File: src/rtl/fifo_stream_pkg.sv
// rtl/fifo_stream_pkg.sv - shared constants and helpers for the FIFO stream reader
// Contents:
//   MIN_READ_LATENCY / MAX_READ_LATENCY : legal FIFO read latency range
//   lvl_width(depth)                    : width of an occupancy counter for depth entries
//   read_latency_ok(lat)                : range check used at elaboration
package fifo_stream_pkg;

    localparam int MIN_READ_LATENCY = 1;
    localparam int MAX_READ_LATENCY = 3;

    function automatic int lvl_width(input int depth);
        return $clog2(depth + 1);
    endfunction

    function automatic bit read_latency_ok(input int lat);
        return (lat >= MIN_READ_LATENCY) && (lat <= MAX_READ_LATENCY);
    endfunction

endpackage

File: src/rtl/fifo_stream_buf.sv
// rtl/fifo_stream_buf.sv - circular register buffer in front of the stream port
// Ports:
//   clk, rst_n : clock, asynchronous active-low reset
//   wr_en      : write wr_data at the write pointer
//   wr_data    : WIDTH-bit write word
//   rd_en      : pop the head entry (ignored when empty)
//   clr        : synchronous clear of pointers and occupancy
//   rd_data    : head entry, 0 when empty
//   level      : occupancy
module fifo_stream_buf
    import fifo_stream_pkg::*;
#(
    parameter int WIDTH = 32,
    parameter int DEPTH = 3,
    localparam int LVL_W = lvl_width(DEPTH),
    localparam int PTR_W = (DEPTH > 1) ? $clog2(DEPTH) : 1
)(
    input  logic             clk,
    input  logic             rst_n,
    input  logic             wr_en,
    input  logic [WIDTH-1:0] wr_data,
    input  logic             rd_en,
    input  logic             clr,
    output logic [WIDTH-1:0] rd_data,
    output logic [LVL_W-1:0] level
);

    logic [WIDTH-1:0] mem [DEPTH];
    logic [PTR_W-1:0] wr_ptr;
    logic [PTR_W-1:0] rd_ptr;
    logic [LVL_W-1:0] cnt;
    logic             pop;

    // Depth is generally not a power of two, so wrap explicitly.
    function automatic logic [PTR_W-1:0] ptr_inc(input logic [PTR_W-1:0] p);
        return (p == PTR_W'(DEPTH - 1)) ? '0 : p + 1'b1;
    endfunction

    assign pop = rd_en && (cnt != '0);

    always_ff @(posedge clk or negedge rst_n) begin
        if (!rst_n) begin
            wr_ptr <= '0;
            rd_ptr <= '0;
            cnt    <= '0;
        end else if (clr) begin
            wr_ptr <= '0;
            rd_ptr <= '0;
            cnt    <= '0;
        end else begin
            if (wr_en) wr_ptr <= ptr_inc(wr_ptr);
            if (pop)   rd_ptr <= ptr_inc(rd_ptr);
            case ({wr_en, pop})
                2'b10:   cnt <= cnt + 1'b1;
                2'b01:   cnt <= cnt - 1'b1;
                default: cnt <= cnt;
            endcase
        end
    end

    always_ff @(posedge clk) begin
        if (wr_en && !clr) mem[wr_ptr] <= wr_data;
    end

    // Gate with occupancy so stale entries never show on the stream port.
    assign rd_data = (cnt != '0) ? mem[rd_ptr] : '0;
    assign level   = cnt;

endmodule

File: src/rtl/fifo_stream_reader.sv
// rtl/fifo_stream_reader.sv - drives a FIFO read strobe and re-times words onto a valid/ready stream
// Optional feature macro: FIFO_STREAM_READER_VALID_CHECK_EN (tail-bit vs fifo_valid checker)
// Ports:
//   clk, rst_n     : clock, asynchronous active-low reset
//   fifo_empty     : FIFO empty flag
//   fifo_dout      : FIFO read data, valid READ_LATENCY cycles after fifo_shift_out
//   fifo_valid     : FIFO data_valid, only observed by the checker build
//   fifo_shift_out : FIFO read enable
//   flush          : drop buffered and in-flight words
//   m_data/m_valid/m_ready : output stream
//   buf_level      : buffer occupancy
//   protocol_err   : sticky read-pipeline mismatch flag
module fifo_stream_reader
    import fifo_stream_pkg::*;
#(
    parameter int DATA_WIDTH   = 32,
    parameter int READ_LATENCY = 1,
    localparam int BUF_DEPTH   = READ_LATENCY + 2,
    localparam int LVL_W       = lvl_width(BUF_DEPTH)
)(
    input  logic                  clk,
    input  logic                  rst_n,
    input  logic                  fifo_empty,
    input  logic [DATA_WIDTH-1:0] fifo_dout,
    input  logic                  fifo_valid,
    output logic                  fifo_shift_out,
    input  logic                  flush,
    output logic [DATA_WIDTH-1:0] m_data,
    output logic                  m_valid,
    input  logic                  m_ready,
    output logic [LVL_W-1:0]      buf_level,
    output logic                  protocol_err
);

    generate
        if (!read_latency_ok(READ_LATENCY)) begin : g_bad_latency
            $error("fifo_stream_reader: READ_LATENCY out of range");
        end
    endgenerate

    logic [READ_LATENCY-1:0] pipe;
    logic [READ_LATENCY-1:0] pipe_next;
    logic [LVL_W:0]          credit_used;
    logic                    tail;
    logic                    issue;
    logic                    pop;

    // Credits cover both stored words and words already requested, so an
    // arriving word always finds a free slot regardless of m_ready.
    always_comb begin
        credit_used = {1'b0, buf_level};
        for (int i = 0; i < READ_LATENCY; i++) begin
            credit_used = credit_used + {{LVL_W{1'b0}}, pipe[i]};
        end
    end

    assign issue = rst_n && !fifo_empty && !flush &&
                   (credit_used < (LVL_W + 1)'(BUF_DEPTH));
    assign fifo_shift_out = issue;

    always_comb begin
        pipe_next    = '0;
        pipe_next[0] = issue;
        for (int i = 1; i < READ_LATENCY; i++) begin
            pipe_next[i] = pipe[i-1];
        end
    end

    always_ff @(posedge clk or negedge rst_n) begin
        if (!rst_n)     pipe <= '0;
        else if (flush) pipe <= '0;
        else            pipe <= pipe_next;
    end

    assign tail    = pipe[READ_LATENCY-1];
    assign m_valid = (buf_level != '0);
    assign pop     = m_valid && m_ready;

    fifo_stream_buf #(
        .WIDTH (DATA_WIDTH),
        .DEPTH (BUF_DEPTH)
    ) u_buf (
        .clk     (clk),
        .rst_n   (rst_n),
        .wr_en   (tail && !flush),
        .wr_data (fifo_dout),
        .rd_en   (pop),
        .clr     (flush),
        .rd_data (m_data),
        .level   (buf_level)
    );

`ifdef FIFO_STREAM_READER_VALID_CHECK_EN
    logic err_q;

    always_ff @(posedge clk or negedge rst_n) begin
        if (!rst_n)                  err_q <= 1'b0;
        else if (tail != fifo_valid) err_q <= 1'b1;
    end

    assign protocol_err = err_q;
`else
    logic unused_fifo_valid;

    assign unused_fifo_valid = fifo_valid;
    assign protocol_err      = 1'b0;
`endif

endmodule

File: config.mk
export PLATFORM = sky130hd
export DESIGN_NAME = fifo_stream_reader
export DESIGN_NICKNAME = d
export VERILOG_FILES = /design/src/rtl/fifo_stream_pkg.sv /design/src/rtl/fifo_stream_buf.sv /design/src/rtl/fifo_stream_reader.sv
export SDC_FILE = /design/constraint.sdc
export NUM_CORES = 1
export LEC_CHECK = 0
export ABC_AREA = 1
export CAP_MARGIN = 30
export CORE_UTILIZATION = 40
export DETAILED_ROUTE_END_ITERATION = 7
export HOLD_SLACK_MARGIN = 0.15
export SLEW_MARGIN = 15
export SYNTH_ARGS = -nofsm -noshare
export SYNTH_HDL_FRONTEND = slang
export SYNTH_SLANG_ARGS = --single-unit
export TNS_END_PERCENT = 30
File: constraint.sdc
create_clock -name clk -period 7.24 [get_ports clk]
set_input_delay 0.724 -clock clk [delete_from_list [all_inputs] [get_ports clk]]
set_output_delay 0.724 -clock clk [all_outputs]
set_load 0.02 [all_outputs]
# Word-level counts from Yosys, hierarchy flattened
# Memories as Yosys holds them, arrays and structs flattened.
# Cells that the tools add are included.
# totals
output_inout_bits	37
memories	1
word_cells	40
inputBits	38
ramBits	96
ff_bits	7
# memory_table
name	depth	word_bits	rd	rd_ports_with_merged_regs	wr	line_no	text
u_buf.mem	3	32	1	0	1	fifo_stream_buf.sv:28	logic [WIDTH-1:0] mem [DEPTH];
# classes
mux	12
n_reduce_logical	13
magnitude_cmp	1
eq_ne	4
add_sub_neg	5
# op_table
cell	count
$mux 32	1
$mux 2	7
$logic_and 1x1->1	7
$add 2x1->2 const B	3
$eq 2x2->1 const B	3
$reduce_bool 2->1	3
$pmux 2 s2	1
$add 2x1->3	1
$lt 3x2->1 const B	1
$mux 1	3
$reduce_bool 3->1	1
$eq 2x1->1 const B	1
$logic_not 1->1	2
$sub 2x1->2 const B	1

# Longest topological paths before layout
# depth
word_depth	6
mapped_depth	7
depth_no_buf	7

# By module
# A second synthesis with hierarchy kept.
# hier_totals
hier_cells	365
area_unflattened_um2	4164.0
# by_module_without_submodules
module	seq_area_each_um2	cells_per_inst	n_inst	area_each_um2
fifo_stream_buf	3032.9	349	1	4055.1
fifo_stream_reader	25.0	16	1	108.9

# Least setup slack after synthesis
# Ideal clock, no wire load.
# synth_path
path_type	input-to-reg
start	input flush
end	memory u_buf.mem[2][0], enable pin
setup_time_ns	0.461
t_required_ns	6.779
stages	3
arrival_time_ns	3.151
setup_slack_ns	3.628
cell_sequence	inv_1 > nand2_2 > nor3_1
# synth_between
elab_chain_cells	5
# synth_rtl
item	line_no	text
start: declaration	fifo_stream_reader.sv:27	input logic flush,
$logic_not 1->1 *	fifo_stream_buf.sv:62, fifo_stream_reader.sv:85	
$logic_and 1x1->1	fifo_stream_reader.sv:85	.wr_en (tail && !flush),
$logic_and 1x1->1 *	fifo_stream_buf.sv:62	if (wr_en && !clr) mem[wr_ptr] <= wr_data;
$mux 1 *	fifo_stream_buf.sv:62	
$mux 1 (implied by the code) *	fifo_stream_buf.sv:62	
end: declaration	fifo_stream_buf.sv:28	
# Mark *: on every way between the ends. The rest lies on a longest branch, timed or not.

# Worst setup path in the final report
# layout_path
start	register u_buf.rd_ptr[1]
end	output m_data[0]
# layout_between
elab_chain_cells	2
# layout_rtl
item	line_no	text
start: declaration	fifo_stream_buf.sv:30	logic [PTR_W-1:0] rd_ptr;
start signal: assignment	fifo_stream_buf.sv:52	if (pop) rd_ptr <= ptr_inc(rd_ptr);
$mem_v2 3x32	--	
$mux 32	fifo_stream_buf.sv:66	assign rd_data = (cnt != '0) ? mem[rd_ptr] : '0;
end: declaration	fifo_stream_reader.sv:28	output logic [DATA_WIDTH-1:0] m_data,
# No other way between the ends.

==> summary.txt <==
Outcome
  • Status: completed

Logic synthesis
  • Syn Area/Cell: 11.9 sq um
  • Count leader, synth: nand2_1
  • Yosys top cell area share: ~70%
  • Primary FF master, synth: edfxtp_1
  • Synth cell types: 27
  • Sequential-to-total area share from yosys stat: 72.7%
  • Syn Inst Count: 353
  • Post-synth top cells: nand2_1 (138), edfxtp_1 (96), inv_1 (37), nand3_1 (37), dfrtp_1 (7)
  • Synth Register Bits: 103
  • Post-Syn Area: 0.00421 sq mm
  • Area leader, netlist: edfxtp_1
  • Synth warnings: 0
  • Synth area leaders: edfxtp_1 (69%), nand2_1 (12%), nand3_1 (4.4%), dfrtp_1 (4.2%), inv_1 (3.3%)
  • Async set-reset flop share out of synthesis: about 6.8%
  • Post-synth EDFFs: 96
  • Syn_nets: 393

CTS
  • Clock buffer depth: 2
  • CTS tree: yes
  • Clock Latency Late Sink: 0.35 ns
  • Hold Buf Count CTS: 0
  • Clk pin slew, worst setup/hold paths: 0.09 ns
  • Post-CTS Resized: 0
  • Htree depth: 3
  • Clk sink count: between 100 and 150
  • Number of setup buffers added after CTS: 0
  • CTS Buf Count: 9
  • CTS Root Cell: clkbuf_8

Worst setup path
  • CP required: about 6.5 ns
  • Reg-to-reg endpoint: u_buf.mem[1][6]$_DFFE_PP_
  • Reg2reg setup slack: 5.56 ns
  • Worst setup SP type: flip-flop
  • Worst-path fanout max: 37
  • CP Capture Type: primary output
  • CP Class: flip-flop to primary output
  • Critical Path AT: 2.87 ns
  • Worst R2R Start: pipe$_DFF_PN0_
  • Cells on worst reg2reg path: 3

Min path
  • Hold_sp: u_buf.wr_ptr[1]$_DFFE_PN0P_
  • Hold depth: 2
  • Min-Delay Endpoint: u_buf.wr_ptr[1]$_DFFE_PN0P_
  • Hold Path Class: flip-flop to flip-flop

Cells and area
  • Share of cells above drive strength 1: 7.21%
  • P&R area growth vs syn: 26.1%
  • Non-Filler Instances: 566
  • Layout fillers: 931
  • Final core utilization: between 50% and 60%
  • Antenna Cells: 0
  • NumNets Final: 466

Detailed routing
  • ANT nets after route: 0
  • Vias/cell: ~4.6
  • Detailed-route wire length per cell: 13.9 um
  • TritonRoute pass-1 iters: 4
  • Total Routed Length: 7.89 mm
  • DRT iter0 DRCs: 79
  • Routed via count: 2617
  • DRC violations left: 0

Pwr
  • Peak VDD IR: 0.000128 V
  • Leak: 0.00209 uW
  • Power Dens Cells: 234 mW/mm^2
  • Pwr Total: 1240 uW

STA
  • Final Hold Violating Endpoints: 0
  • RSZ-0062 raised after global routing: false
  • Max-slew violation count: 0
  • Final worst path period need: 3.59 ns
  • Max_slew headroom: approximately two fifths
  • Clock Skews: between 0.01 and 0.015 ns
  • Final setup vio count: 0
  • Achievable frequency: 278 MHz
  • Fin Setup TNS: 0 ns
  • Worst setup margin: 3.65 ns
  • Worst-Margin Slew: around 0.9 ns
  • Final Cycle Share: 49.6%

Global route
  • Initial antenna violation count: 0
  • Vias in the first global route: 2543
  • Largest net degree at the start of global routing: 38
  • First-pass GRT wire length: around 13 mm
  • Total grt overflow: 0
  • Tot GR Track Use: 15.1%

Place
  • HPWL Detailed: 4.76 mm
  • Cells after DPL: ~550
  • Pre-CTS WS: 3.94 ns
  • IO buf count: 72
  • RePlAce Congestion: 0.692

Die
  • Num rows: 37
  • Die Ht: ~100 um
  • I/O pin count: 75
  • Chip width: 105 um
  • Core area: 0.0103 sq mm
  • Die area: about 0.011 sq mm
  • Initial Util: 40.9%

Run
  • Maxcap violations: 0
[kinds of logic after synthesis]
logic type,after synthesis,synth area share (%)
other,1,0.0891
buffers and inverters,52,6.21
flip-flops,103,72.7
AND/OR/NAND/NOR,186,18.9
XOR/XNOR,1,0.208
adder cells (fa/ha/maj),2,0.595
AO/OA/AOI/OAI,8,1.34
[how the worst max path moves through the flow]
stage,start,to,depth (start not counted)
after floorplan,flush,u_buf.mem[2][0]$_DFFE_PP_,3
after global placement,u_buf.rd_ptr[1]$_DFFE_PN0P_,m_data[13],6
after detailed placement,u_buf.rd_ptr[1]$_DFFE_PN0P_,m_data[0],6
after CTS,u_buf.rd_ptr[1]$_DFFE_PN0P_,m_data[13],6
after global routing,u_buf.rd_ptr[1]$_DFFE_PN0P_,m_data[13],6
final,u_buf.rd_ptr[1]$_DFFE_PN0P_,m_data[0],6
[per-layer routing]
layer	track usage, %	vias up	wire (um)
met1	19.4	1233	3650
met2	25.1	57	3790
met3	2.93	10	335
met5	0	-	0
li1	-	1317	-
met4	6.22	0	114
[final cells by class]
type | instances | area, sq um | area share (%)
Clock inverter | 5 | 108 | 2.03
Sequential cell | 103 | 3060 | 57.7
Inverter | 38 | 143 | 2.69
Timing Repair Buffer | 76 | 791 | 14.9
Multi-Input combinational cell | 198 | 908 | 17.1
Tap cell | 136 | 170 | 3.21
Clock buffer | 10 | 128 | 2.41
[cells in the final DEF, fill, tap and decap left out, types with 2 or more instances in the layout]
cell type	n
clkinv_4	2
buf_16	2
dfrtp_1	6
a211oi_1	2
nand2_2	2
o31ai_1	2
nand2_1	138
ha_1	2
bufinv_16	3
buf_4	2
o22ai_1	2
clkdlybuf4s50_1	72
inv_1	37
edfxtp_1	96
clkbuf_8	9
nor2_4	3
nand3_1	37
[flip-flops by register name, summed over array words and instances, names as in the netlist]
register / flops
u_buf.mem: 96
u_buf.level: 2
u_buf.rd_ptr: 2
u_buf.wr_ptr: 2
pipe: 1
[power by group]
part	switching [uW]	total, uW	leakage [uW]	internal [uW]
registers	5.28	662	0.000960	657
clock network	182	411	0.000117	229
logic	97.0	170	0.00102	73.3
total	284	1240	0.00209	959
[critical path, cell delays in order, from the launching register on]
cell and delay (ns):
dfrtp_2 0.71, nor2_4 0.81, nand2_1 0.13, nand3_1 0.15, nand2_1 0.05, inv_1 0.06, clkdlybuf4s50_1 0.60
[metrics by stage]
step | hold slack, ns | cell area [sq um]
after floorplan | 0.428 | 4210
after global placement | 0.542 | 5020
after detailed placement | 0.554 | 5070
after CTS | 0.575 | 5310
after global routing | 0.609 | 5310
final | 0.577 | 5310
No activity file was read; power rests on OpenSTA's default activity.
